<file path="src/rtl/mul16_vedic_seq_ctrl_pkg.sv">
// Shared types and constants for the sequential 16x16 Vedic multiplier controller.
package mul16_vedic_seq_ctrl_pkg;

  localparam int unsigned HALF_W = 8;

  // Left-shift applied to each 16-bit partial product before accumulation
  localparam int unsigned SH_LL  = 0;
  localparam int unsigned SH_MID = 8;
  localparam int unsigned SH_HH  = 16;

  typedef enum logic [3:0] {
    StIdle,
    StLl,
    StLh,
    StHl,
    StHh,
    StWLl,
    StWLh,
    StWHl,
    StWHh,
    StDone
  } step_state_e;

  // Which operand halves feed the shared multiplier
  typedef enum logic [1:0] {
    SelLl,
    SelLh,
    SelHl,
    SelHh
  } step_sel_e;

endpackage

</file>
<file path="src/rtl/bk_add32.sv">
// 32-bit Brent-Kung prefix adder, modulo 2^32 (no carry out).
module bk_add32 (
  input  logic [31:0] a_i,
  input  logic [31:0] b_i,
  output logic [31:0] s_o
);

  logic [31:0] x;
  logic [30:0] gg, pp;

  assign x = a_i ^ b_i;

  // Up-sweep builds power-of-two group terms, down-sweep fills the remaining carries.
  // Bit 31 generate is never needed since the carry out is discarded.
  always_comb begin
    gg = a_i[30:0] & b_i[30:0];
    pp = x[30:0];
    for (int l = 0; l < 5; l++) begin
      for (int i = 0; i < 31; i++) begin
        if (((i + 1) % (2 << l)) == 0) begin
          gg[i] = gg[i] | (pp[i] & gg[i - (1 << l)]);
          pp[i] = pp[i] & pp[i - (1 << l)];
        end
      end
    end
    for (int l = 3; l >= 0; l--) begin
      for (int i = 0; i < 31; i++) begin
        if ((((i + 1) % (2 << l)) == (1 << l)) && (i >= (2 << l))) begin
          gg[i] = gg[i] | (pp[i] & gg[i - (1 << l)]);
        end
      end
    end
  end

  assign s_o = x ^ {gg, 1'b0};

endmodule

</file>
<file path="src/rtl/mul16_step_fsm.sv">
// Step sequencer: walks LL, LH, HL, HH (with optional wait states) and decodes datapath controls.
module mul16_step_fsm
  import mul16_vedic_seq_ctrl_pkg::*;
#(
  parameter bit PpReg = 1'b0
) (
  input  logic       clk_i,
  input  logic       rst_ni,
  input  logic       start_i,
  output logic       accept_o,
  output logic       mux_en_o,
  output step_sel_e  sel_o,
  output logic [4:0] shift_o,
  output logic       acc_en_o,
  output logic       last_o,
  output logic       busy_o,
  output logic       done_o
);

  step_state_e state_q, state_d;

  // State register with synchronous reset
  always_ff @(posedge clk_i) begin
    if (!rst_ni) state_q <= StIdle;
    else         state_q <= state_d;
  end

  // Next state and control decode; W states reuse the select of their S step
  always_comb begin
    state_d  = state_q;
    accept_o = 1'b0;
    mux_en_o = 1'b0;
    sel_o    = SelLl;
    acc_en_o = 1'b0;
    last_o   = 1'b0;
    busy_o   = 1'b0;
    done_o   = 1'b0;
    unique case (state_q)
      StIdle: begin
        if (start_i) begin
          accept_o = 1'b1;
          state_d  = StLl;
        end
      end
      StLl, StWLl: begin
        busy_o   = 1'b1;
        mux_en_o = 1'b1;
        sel_o    = SelLl;
        acc_en_o = !PpReg || (state_q == StWLl);
        state_d  = (PpReg && state_q == StLl) ? StWLl : StLh;
      end
      StLh, StWLh: begin
        busy_o   = 1'b1;
        mux_en_o = 1'b1;
        sel_o    = SelLh;
        acc_en_o = !PpReg || (state_q == StWLh);
        state_d  = (PpReg && state_q == StLh) ? StWLh : StHl;
      end
      StHl, StWHl: begin
        busy_o   = 1'b1;
        mux_en_o = 1'b1;
        sel_o    = SelHl;
        acc_en_o = !PpReg || (state_q == StWHl);
        state_d  = (PpReg && state_q == StHl) ? StWHl : StHh;
      end
      StHh, StWHh: begin
        busy_o   = 1'b1;
        mux_en_o = 1'b1;
        sel_o    = SelHh;
        acc_en_o = !PpReg || (state_q == StWHh);
        last_o   = acc_en_o;
        state_d  = (PpReg && state_q == StHh) ? StWHh : StDone;
      end
      StDone: begin
        done_o = 1'b1;
        if (start_i) begin
          accept_o = 1'b1;
          state_d  = StLl;
        end else begin
          state_d = StIdle;
        end
      end
      default: state_d = StIdle;
    endcase
  end

  // Partial-product weight for the selected step
  always_comb begin
    shift_o = 5'(SH_LL);
    unique case (sel_o)
      SelLl:        shift_o = 5'(SH_LL);
      SelLh, SelHl: shift_o = 5'(SH_MID);
      SelHh:        shift_o = 5'(SH_HH);
      default:      shift_o = 5'(SH_LL);
    endcase
  end

endmodule

</file>
<file path="src/rtl/vedic_mul8.sv">
// 8x8 unsigned Vedic (Urdhva-Tiryagbhyam) multiplier built from four 4x4 cross products.
module vedic_mul8 (
  input  logic [7:0]  a_i,
  input  logic [7:0]  b_i,
  output logic [15:0] p_o
);

  logic [7:0] q_ll, q_lh, q_hl, q_hh;

  assign q_ll = {4'b0, a_i[3:0]} * {4'b0, b_i[3:0]};
  assign q_lh = {4'b0, a_i[3:0]} * {4'b0, b_i[7:4]};
  assign q_hl = {4'b0, a_i[7:4]} * {4'b0, b_i[3:0]};
  assign q_hh = {4'b0, a_i[7:4]} * {4'b0, b_i[7:4]};

  assign p_o = {8'b0, q_ll} + {4'b0, q_lh, 4'b0} + {4'b0, q_hl, 4'b0} + {q_hh, 8'b0};

endmodule

</file>
<file path="src/rtl/mul16_vedic_seq_ctrl.sv">
// 16x16 unsigned multiplier sequenced over one shared 8x8 Vedic core and a 32-bit accumulator.
module mul16_vedic_seq_ctrl
  import mul16_vedic_seq_ctrl_pkg::*;
#(
  parameter bit          PP_REG = 1'b0,
  parameter int unsigned HALF_W = 8
) (
  input  logic                  clk,
  input  logic                  rst_n,
  input  logic                  start,
  input  logic [2*HALF_W-1:0]   a,
  input  logic [2*HALF_W-1:0]   b,
  output logic                  busy,
  output logic                  done,
  output logic [4*HALF_W-1:0]   p
);

  logic [2*HALF_W-1:0] a_q, b_q;
  logic [4*HALF_W-1:0] acc_q, p_q, addend, sum;
  logic [HALF_W-1:0]   op_x, op_y;
  logic [2*HALF_W-1:0] pp_raw, pp_use;
  logic                accept, mux_en, acc_en, last;
  step_sel_e           sel;
  logic [4:0]          shift;

  mul16_step_fsm #(
    .PpReg (PP_REG)
  ) u_fsm (
    .clk_i    (clk),
    .rst_ni   (rst_n),
    .start_i  (start),
    .accept_o (accept),
    .mux_en_o (mux_en),
    .sel_o    (sel),
    .shift_o  (shift),
    .acc_en_o (acc_en),
    .last_o   (last),
    .busy_o   (busy),
    .done_o   (done)
  );

  // Operand halves for the shared multiplier; zero when idle to keep the datapath quiet
  always_comb begin
    op_x = '0;
    op_y = '0;
    if (mux_en) begin
      unique case (sel)
        SelLl: begin op_x = a_q[HALF_W-1:0];        op_y = b_q[HALF_W-1:0];        end
        SelLh: begin op_x = a_q[HALF_W-1:0];        op_y = b_q[2*HALF_W-1:HALF_W]; end
        SelHl: begin op_x = a_q[2*HALF_W-1:HALF_W]; op_y = b_q[HALF_W-1:0];        end
        SelHh: begin op_x = a_q[2*HALF_W-1:HALF_W]; op_y = b_q[2*HALF_W-1:HALF_W]; end
        default: begin op_x = '0; op_y = '0; end
      endcase
    end
  end

  vedic_mul8 u_mul (
    .a_i (op_x),
    .b_i (op_y),
    .p_o (pp_raw)
  );

  if (PP_REG) begin : g_pp_reg
    logic [2*HALF_W-1:0] pp_q;

    // Pipeline the partial product; the W state consumes it
    always_ff @(posedge clk) begin
      if (!rst_n) pp_q <= '0;
      else        pp_q <= pp_raw;
    end

    assign pp_use = pp_q;
  end else begin : g_pp_comb
    assign pp_use = pp_raw;
  end

  assign addend = {{(2*HALF_W){1'b0}}, pp_use} << shift;

  bk_add32 u_add (
    .a_i (acc_q),
    .b_i (addend),
    .s_o (sum)
  );

  // Operand latch, accumulator and result register
  always_ff @(posedge clk) begin
    if (!rst_n) begin
      a_q   <= '0;
      b_q   <= '0;
      acc_q <= '0;
      p_q   <= '0;
    end else begin
      if (accept) begin
        a_q   <= a;
        b_q   <= b;
        acc_q <= '0;
      end else if (acc_en) begin
        acc_q <= sum;
      end
      if (last) p_q <= sum;
    end
  end

  assign p = p_q;

endmodule

</file>
<file path="config.mk">
export PLATFORM = sky130hd
export DESIGN_NAME = mul16_vedic_seq_ctrl
export DESIGN_NICKNAME = d
export VERILOG_FILES = /design/src/rtl/mul16_vedic_seq_ctrl_pkg.sv /design/src/rtl/bk_add32.sv /design/src/rtl/mul16_step_fsm.sv /design/src/rtl/vedic_mul8.sv /design/src/rtl/mul16_vedic_seq_ctrl.sv
export SDC_FILE = /design/constraint.sdc
export NUM_CORES = 1
export LEC_CHECK = 0
export CAP_MARGIN = 20
export CORE_UTILIZATION = 26
export CTS_CLUSTER_DIAMETER = 80
export DETAILED_ROUTE_END_ITERATION = 8
export HOLD_SLACK_MARGIN = 0.08
export MAX_ROUTING_LAYER = met4
export SLEW_MARGIN = 20
export SYNTH_ARGS = -nofsm -noshare
export SYNTH_HDL_FRONTEND = slang
export SYNTH_SLANG_ARGS = --single-unit
</file>
<file path="constraint.sdc">
create_clock -name clk -period 23.5 [get_ports clk]
set_clock_uncertainty 0.2 [all_clocks]
set_input_delay 4.7 -clock clk [delete_from_list [all_inputs] [get_ports clk]]
set_output_delay 4.7 -clock clk [all_outputs]
set_load 0.005 [all_outputs]
</file>
======== Yosys cells after proc, flatten, opt, wreduce, memory -nomap -nowiden ========
Index checks and enable logic that the tools add are counted.
storage, ports and cells
  register bits ........................... 100
  bits in latches ......................... 0
  bits in writable memories ............... 0
  bits in read-only memories .............. 0
  bits of input ports ..................... 35
  output and inout bits ................... 34
  word-level logic and storage cells ...... 184
  memories kept ........................... 0
operators by class
  add/subtract/negate cells ............... 3
  multiply operators ...................... 4
  divide/modulo/power cells ............... 0
  order comparisons ....................... 0
  equal/unequal tests ..................... 13
  shifts and indexed selects .............. 1
  multiplexer cells ....................... 14
  bitwise gates (word level) .............. 130
  reduce and logical (&&, ||, !) cells .... 14
operators by type and width
  kind                count
  $and 1x1->1         74
  $xor 32x32->32      2
  $or 1x1->1          52
  $mul 4x4->8         4
  $pmux 8 s2          2
  $shl 16x5->32       1
  $and 31x31->31      1
  $pmux 4 s6          1
  $reduce_or 2->1     11
  $add 16x12->16      1
  $add 16x16->16      1
  $eq 4x3->1 const B  4
  $mux 8              2
  $pmux 5 s3          1
  $add 8x12->13       1
  $eq 4x2->1 const B  2
  $eq 4x4->1 const B  2
  $reduce_or 8->1     1
  $mux 1              6
  $pmux 2 s3          1
  $eq 2x2->1 const B  2
  $eq 4x1->1 const B  1
  $logic_not 4->1     1
  $mux 4              1
  4 further kinds     4

======== Logic depth before layout (Yosys ltp) ========
Gate-level depths: netlist of the first run.
  depth in word-level cells ............... 30
  depth in mapped cells ................... 44
  mapped depth without buffers ............ 42

======== Cells and area by module ========
A second synthesis of the first run with hierarchy kept.
unflattened totals
  cell total of the unflattened synthesis .. 1014
  area, all modules ....................... 9430.3 µm²
by module, submodules not included
  module                instances  cells an instance  area each (µm²)
  mul16_vedic_seq_ctrl  1          510                5166.2
  vedic_mul8            1          310                2572.5
  bk_add32              1          155                1358.8
  mul16_step_fsm        1          39                 332.8

======== Least setup slack after synthesis of the first run ========
Ideal clock, no wire load.
  kind .................................... flip-flop to flip-flop
  start point ............................. register u_fsm.state_q[3]
  end point ............................... register p_q[31], in the netlist p[31]
  setup time .............................. 0.063 ns
  data arrival time ....................... 9.300 ns
  data required time ...................... 23.237 ns
  setup slack ............................. 13.937 ns
  stages on the path, launching flop included .. 41
  path buffers ............................ 3
  cells stage by stage .................... dfxtp_1 -> buf_4 -> xnor2_1 -> or3_4 -> o21ai_4 -> nor2_1 -> buf_2 -> clkbuf_1 -> or3_1 -> fa_1 -> inv_1 -> fa_1 -> inv_1 -> fa_1 -> inv_1 -> ha_1 -> ha_1 -> a21o_1 -> (+5 left out) -> a21oi_1 -> o21bai_1 -> a21oi_1 -> mux2_2 -> nor3_1 -> ha_1 -> nand4_1 -> inv_1 -> a221oi_1 -> a21oi_1 -> o21ai_0 -> nand4_1 -> a41oi_1 -> o21ai_0 -> fa_1 -> nand2b_1 -> a2111oi_0 -> nand3b_1
between the ends
  word-level cells in the longest chain between the ends .. 30
ends and longest elaborated chain
  element                             RTL line                                          text
  start: declaration                  mul16_step_fsm.sv:20                              step_state_e state_q, state_d;
  start signal: assignment            mul16_step_fsm.sv:24                              if (!rst_ni) state_q <= StIdle;
  start signal: assignment            mul16_step_fsm.sv:25                              else state_q <= state_d;
  $eq 4x3->1 (tied with other cells)  mul16_step_fsm.sv:38                              unique case (state_q)
  $reduce_or 2->1                     mul16_step_fsm.sv:38
  $pmux 2 s3                          mul16_step_fsm.sv:38
  $eq 2x2->1 (tied with other cells)  mul16_step_fsm.sv:90, mul16_vedic_seq_ctrl.sv:47
  $reduce_or 2->1 (no line)           -
  $pmux 8 s2                          mul16_vedic_seq_ctrl.sv:47                        unique case (sel)
  $mux 8                              mul16_vedic_seq_ctrl.sv:46                        if (mux_en) begin
  $mul 4x4->8 (on tied branches)      vedic_mul8.sv:10, vedic_mul8.sv:11
  (+14 left out)                      -
  $or 1x1->1                          bk_add32.sv:29                                    gg[i] = gg[i] | (pp[i] & gg[i - (1 << l)]);
  $and 1x1->1                         bk_add32.sv:29
  $or 1x1->1                          bk_add32.sv:29
  $and 1x1->1                         bk_add32.sv:29
  $or 1x1->1                          bk_add32.sv:29
  $and 1x1->1                         bk_add32.sv:29
  $or 1x1->1                          bk_add32.sv:29
  $xor 32x32->32                      bk_add32.sv:35                                    assign s_o = x ^ {gg, 1'b0};
  end signal: assignment              mul16_vedic_seq_ctrl.sv:100                       if (last) p_q <= sum;
  end: declaration                    mul16_vedic_seq_ctrl.sv:19                        logic [4*HALF_W-1:0] acc_q, p_q, addend, sum;
Parallel ways exist; a longest one is shown, timed or not. The select of a mux whose other input is x is not followed.
A chain may end at the register's enable or synchronous reset.

======== Worst setup path in the final report of the first run ========
Same ends and word-level chain as after synthesis.

==> metrics.md, run 1 <==
| Metric | Value |
|---|---|
| Reg area | `2002 sq um` |
| Share of the synthesized area in the top cell type | `0.2546` |
| CTS tree | `done` |
| Clk Latency, worst-skew pair | `0.36 ns` |
| Max Cap Violations | `0` |
| Final nets | `1174` |
| Share of total power in combinational logic | `0.220` |
| Synth warn | `0` |
| Hpwl dp | `14990 um` |
| Critical path's slowest cell | `a2111oi_0` |
| RSZ-0062 raised after global routing | `no` |
| Layout Cells excl Fill | `1398` |
| # Post-CTS Setup Buffers | `0` |
| Global route total overflow | `0` |
| Final Critical Period | `10.64 ns` |
| GRT Resource Usage Total | `0.1316` |
| Yosys reg bits | `100` |
| Clock network fraction of design power | `0.341` |
| TritonCTS buffer count | `9` |
| Die outline area | `30940 sq um` |
| DR WL/cell | `13.71 um` |
| Fin. Hold Viols | `0` |
| Ys async rst share | `0` |
| Req. time, crit path | `23.60 ns` |
| DR vias | `6620` |
| Layout cell share with drive strength beyond 1 | `0.04762` |
| Arrival time worst endpoint | `10.74 ns` |
| DRT Pass-1 Iters | `4` |
| Period utilization | `0.4528` |
| Syn avg cell area | `8.157 sq um` |
| CP Capture Type | `register` |
| Die Height | `175.9 um` |
| Cell taking the most area after synthesis | `dfxtp_1` |
| Setup-failing EPs final | `0` |
| Setup TNS | `0 ns` |
| Design area | `9186 sq um` |
| Headroom to the max-slew limit | `0.4323` |
| Worst hold path class | `register to register` |
| Maximum VDD drop | `0.03289 mV` |
| CP peak stage delay | `0.58 ns` |
| Multi-input logic area | `5411 sq um` |
| DR DRC count | `0` |
| Crit Path Class | `register to register` |
| Vias in the first global route | `6489` |
| Hold_buf cts | `0` |
| Lkg Pwr | `3.968 nW` |
| Sw Pwr | `0.0001385 W` |
| ANT nets after route | `0` |
| Critical path fanouts, max | `48` |
| Clock transition at path regs | `0.07 ns` |
| I/O Buffers | `68` |
| Drt total wl | `19160 um` |
| CP Launch Type | `register` |
| Cell variety after synth | `53` |
| Clock sinks | `100` |
| Layout fillers | `3149` |
| Initial core utilization | `0.2646` |
| Worst-Margin Slew | `0.8498 ns` |
| Synth Net Count | `1135` |
| Post-cts sizing count | `0` |
| Leading post-synthesis cells by cell area | `dfxtp_1, ha_1, fa_1` |
| Area after DPL | `8900 sq um` |
| Root buf cell | `clkbuf_16` |
| FMAX | `93.97 MHz` |
| H-tree depth | `3` |
| Final Slew Violations | `0` |
| Pwr/cell area | `46.24 nW/um^2` |
| Outcome | `completed` |
| Sequential area share after synthesis | `0.2546` |
| Ports | `69` |
| First-iteration detailed-routing DRC count | `309` |
| Most used DFF post-synth | `dfxtp_1` |
| Die Width | `175.9 um` |
| Antenna violations before repair | `0` |
| Reg power frac | `0.440` |
| Internal | `0.0002863 W` |
| RePlAce Congestion | `0.8390` |
| Antenna Cells | `0` |
| Switching fraction of total power | `0.3261` |
| Drt via density | `4.735` |
| DP Cell Count | `1382` |
| Post-synth EDFFs | `0` |
| Largest net degree at the start of global routing | `67` |
| Global-route wire length before repair | `32130 um` |
| Syn-to-layout area delta | `16.82%` |
| Largest buffer count on any clock path | `2` |
| Cell area after synthesis | `7864 sq um` |
| Gate Count Post-Synth | `964` |
| Row cnt | `63` |
| Core ar. | `29720 sq um` |
## path summary, 6_finish.rpt
kind                                      start                   to  slack (ns)  cells after the start
setup reg to reg  u_fsm.state_q[3]$_SDFFE_PN0P_   p[31]$_SDFFE_PN0P_       12.86                     38
setup / recovery  u_fsm.state_q[3]$_SDFFE_PN0P_   p[31]$_SDFFE_PN0P_       12.86                     38
hold / removal              b_q[3]$_SDFFE_PN0P_  b_q[3]$_SDFFE_PN0P_        0.26                      2
hold reg to reg             b_q[3]$_SDFFE_PN0P_  b_q[3]$_SDFFE_PN0P_        0.26                      2
## state kept, by name, indices dropped and copies added (netlist names)
register,flops
u_fsm.state_q,4
acc_q,32
b_q,16
p,32
a_q,16
## routing by layer
layer	share of wire	global-route usage	vias to the layer above
li1	-	-	3361
met1	0.47	0.1670	3152
met2	0.48	0.2167	87
met3	0.027	0.01948	20
met4	0.014	0.03551	0
met5	0	-	-
## Yosys cell counts, drive strengths merged, types with 8 or more instances
master / number
and2: 8
mux2i: 12
nor2b: 14
or2: 11
inv: 71
nor3: 14
a21oi: 95
clkbuf: 36
a22oi: 9
buf: 11
xnor2: 36
fa: 40
a211oi: 31
dfxtp: 100
a21o: 18
o21ai: 12
nand2: 143
nand2b: 8
or3: 25
o21bai: 8
nor2: 100
nand3: 10
ha: 96
## stage by stage
stage	hold slack [ns]	total power [W]	util	worst slack, ns
finish	0.2571	0.0004248	0.3091	12.86
global route	0.2752	0.0004470	0.3091	12.09
CTS	0.2593	0.0004291	0.3091	12.87
detailed placement	0.2485	0.0002845	0.2995	12.87
global placement	0.2432	0.0002834	0.2995	13.16
floorplan	0.2357	0.0002548	-	13.94
## power by group through the flow
stage / sequential, W / clock (W) / combinational, W
after detailed placement: 0.000191 / 0 / 0.0000935
final: 0.000187 / 0.000145 / 0.0000933
after CTS: 0.000187 / 0.000148 / 0.0000939
after global routing: 0.000188 / 0.000154 / 0.000105
after floorplan: 0.000188 / 0 / 0.0000665
after global placement: 0.000191 / 0 / 0.0000926
## cells by family after synthesis
| family | Yosys count | synth area share |
|---|---|---|
| multiplexers | 14 | 0.01814 |
| buffers and inverters | 118 | 0.05839 |
| AND/OR/NAND/NOR | 351 | 0.2010 |
| adder cells (fa/ha/maj) | 136 | 0.2546 |
| AO/OA/AOI/OAI | 202 | 0.1655 |
| XOR/XNOR | 43 | 0.04789 |
| flip-flops | 100 | 0.2546 |
## cells in the final DEF, fill, tap and decap left out, types with 3 or more instances in the layout
cell             Yosys  final
a22oi_1              8      8
fa_1                40     40
nor2b_1             14     14
mux2i_1             12     12
or2_2               10     10
o21ai_0             11     11
a22o_1               4      4
clkdlybuf4s50_1      0     68
nor2_1             100     99
a21oi_1             95     95
and3_1               4      3
xnor2_1             36     36
nor3_1              14     13
a31o_2               3      3
clkinvlp_4           0      3
or3_1               24     24
o211ai_1             4      4
inv_1               70     69
clkbuf_16            0      9
xor2_1               7      7
nand3_1             10     10
o21a_1               4      4
dfxtp_1            100    100
nand2b_1             8      8
o21bai_1             8      8
a211oi_1            31     31
nand3b_1             3      3
ha_1                96     96
and2_1               8      8
nand2_1            143    143
a21o_1              18     18
buf_4                2      7
nand4_1              6      6
## critical path, delay by kind of cell (launching register included)
| kind | cells | cell delay (ns) |
|---|---|---|
| adder cells (fa/ha/maj) | 9 | 3.84 |
| AO/OA/AOI/OAI | 13 | 3.30 |
| AND/OR/NAND/NOR | 8 | 1.82 |
| flip-flops | 1 | 0.55 |
| buffers and inverters | 6 | 0.54 |
| XOR/XNOR | 2 | 0.31 |
## final cells by class
class,count,area share
Multi-Input combinational cell,746,0.5891
Sequential cell,100,0.2179
Timing Repair Buffer,75,0.07981
Tap cell,390,0.05312
Inverter,71,0.02901
Clock buffer,9,0.02452
Clock inverter,7,0.006538
Note: power is estimated with default switching activity, not from simulation.
==> inputs of run 2 (changes only) <==
==> constraint.sdc (replaced) <==
create_clock -name clk -period 9.5 [get_ports clk]
set_clock_uncertainty 0.2 [all_clocks]
set_input_delay 1.9 -clock clk [delete_from_list [all_inputs] [get_ports clk]]
set_output_delay 1.9 -clock clk [all_outputs]
set_load 0.005 [all_outputs]
==> metrics.md, run 2 (same netlist as run 1, synthesis figures left out) <==
| Metric | Value |
|---|---|
| Worst reg2reg setup slack | `0.25 ns` |
| Period utilization | `0.9735` |
| Clock network fraction of design power | `0.339` |
| Worst hold path class | `register to register` |
| Outcome | `completed` |
| ANT nets after route | `0` |
| CP Launch Type | `register` |
| Global-route wire length before repair | `32130 um` |
| Pwr/cell area | `110.7 nW/um^2` |
| Antenna Cells | `0` |
| Hpwl dp | `15700 um` |
| Drt via density | `4.685` |
| DR WL/cell | `13.93 um` |
| R2R cell count | `43` |
| Most common cell on crit path | `inv_1` |
| H-tree depth | `3` |
| DP Cell Count | `1447` |
| Layout cell share with drive strength beyond 1 | `0.1614` |
| Finished Core Util | `0.3399` |
| GRT Resource Usage Total | `0.1333` |
| Max Cap Violations | `0` |
| Area after DPL | `9398 sq um` |
| Lkg Pwr | `4.326 nW` |
| Final Critical Period | `9.248 ns` |
| Maximum VDD drop | `0.07955 mV` |
| DR vias | `6878` |
| CP Capture Type | `register` |
| Die Width | `175.9 um` |
| Hold-critical path depth | `2` |
| Internal | `0.0007697 W` |
| Vias in the first global route | `6642` |
| Hold EP | `b_q[4]$_SDFFE_PN0P_` |
| Global route total overflow | `0` |
| Overall power | `0.001118 W` |
| Critical R2R Capture | `p[31]$_SDFFE_PN0P_` |
| Critical path's slowest cell | `fa_1` |
| Layout Cells excl Fill | `1468` |
| Place WS | `-0.1594 ns` |
| TritonCTS buffer count | `9` |
| RePlAce Congestion | `0.8820` |
| Clk Latency, worst-skew pair | `0.36 ns` |
| Fin. Hold Viols | `0` |
| Final nets | `1244` |
| Fin worst setup slack | `0.2521 ns` |
| Min-delay src | `b_q[4]$_SDFFE_PN0P_` |
| Crit Path Class | `register to register` |
| CTS tree | `done` |
| Reg power frac | `0.414` |
| Drt total wl | `20450 um` |
| CP peak stage delay | `0.53 ns` |
| Setup-failing EPs final | `0` |
| Worst r2r src | `u_fsm.state_q[2]$_SDFFE_PN0P_` |
| Row cnt | `63` |
| Critical path depth | `43` |
| Share of total power in combinational logic | `0.247` |
| Hold_buf cts | `0` |
| Most frequent cells in the layout | `nand2_1, dfxtp_1, nor2_1` |
| Ports | `69` |
| Clock transition at path regs | `0.07 ns` |
| First-iteration detailed-routing DRC count | `342` |
| Critical path fanouts, max | `8` |
| Core ar. | `29720 sq um` |
| Headroom to the max-slew limit | `0.3885` |
| DR DRC count | `0` |
| Most common cell after layout, fill and taps aside | `nand2_1` |
| Die outline area | `30940 sq um` |
| Sw Pwr | `0.0003488 W` |
| Largest buffer count on any clock path | `2` |
| Worst-Margin Slew | `0.9141 ns` |
| Clock sinks | `100` |
| Root buf cell | `clkbuf_16` |
| Initial core utilization | `0.2646` |
| FMAX | `108.1 MHz` |
| Req. time, crit path | `9.53 ns` |
| Die Height | `175.9 um` |
| Design area | `10100 sq um` |
| I/O Buffers | `68` |
| DRT Pass-1 Iters | `7` |
| Final Slew Violations | `0` |
| Syn-to-layout area delta | `28.45%` |
| Worst path top cell family by delay | `adder cells` |
| Largest net degree at the start of global routing | `67` |
| Arrival time worst endpoint | `9.27 ns` |
| CP bufs+invs | `10` |
| Antenna violations before repair | `0` |
| Switching fraction of total power | `0.3118` |
[run 2: changes by cell type in the layout (fill, tap and decap cells not counted), sizes merged]
cell / previous run / this run
clkbuf: 9 / 11
bufinv: 0 / 1
buf: 7 / 77
inv: 73 / 72
clkinvlp: 3 / 1
[run 2: layer usage]
metal  up-vias  GRT usage  routed length (um)
met3        24    0.01623                 493
met4         0    0.04457                 376
met1      3272     0.1677                9535
li1       3487          -                   -
met5         -          -                   0
met2        95     0.2200               10040
[run 2: worst max-delay path by stage]
stage,to,startpoint
after floorplan,p[31]$_SDFFE_PN0P_,u_fsm.state_q[3]$_SDFFE_PN0P_
after global placement,p[31]$_SDFFE_PN0P_,u_fsm.state_q[2]$_SDFFE_PN0P_
after detailed placement,p[31]$_SDFFE_PN0P_,u_fsm.state_q[1]$_SDFFE_PN0P_
after CTS,p[31]$_SDFFE_PN0P_,u_fsm.state_q[2]$_SDFFE_PN0P_
after global routing,p[31]$_SDFFE_PN0P_,u_fsm.state_q[2]$_SDFFE_PN0P_
final,p[31]$_SDFFE_PN0P_,u_fsm.state_q[2]$_SDFFE_PN0P_
[run 2: timing repair]
item / in CTS / in global routing
resized for setup: 6 / 64
buffers inserted: 0 / 6
cloned: 0 / 0
endpoints found under the setup margin: 2 / 15
pin swaps: 0 / 37
[run 2: power groups by stage]
stage               registers (W)  logic (W)  clock network [W]
global placement         0.000472   0.000260                  0
floorplan                0.000466   0.000165                  0
detailed placement       0.000472   0.000261                  0
CTS                      0.000462   0.000263           0.000390
global route             0.000467   0.000303           0.000404
finish                   0.000463   0.000276           0.000379
[run 2: through the flow]
stage | hold slack [ns] | TNS [ns]
3_3_place_gp | 0.2439 | 0
4_1_cts | 0.2561 | 0
3_5_place_dp | 0.2472 | -0.2543
2_1_floorplan | 0.2357 | 0
5_1_grt | 0.2789 | -0.5446
6_report | 0.2546 | 0
[run 2: tightest hold or removal path, delay by kind of cell, from the launching register on]
kind	cells	cell delay, ns
flops	1	0.31
simple gates	1	0.05
compound gates	1	0.05
[run 2: final cells by class]
cell class              instances  area (sq um)
clock buffers                  11         242.7
clock inverters                 5         60.06
fillers                      3088         19620
inverters                      71         266.5
multi-input cells             746          5766
flip-flops and latches        100          2004
well taps                     390         488.0
repair buffers                145          1274
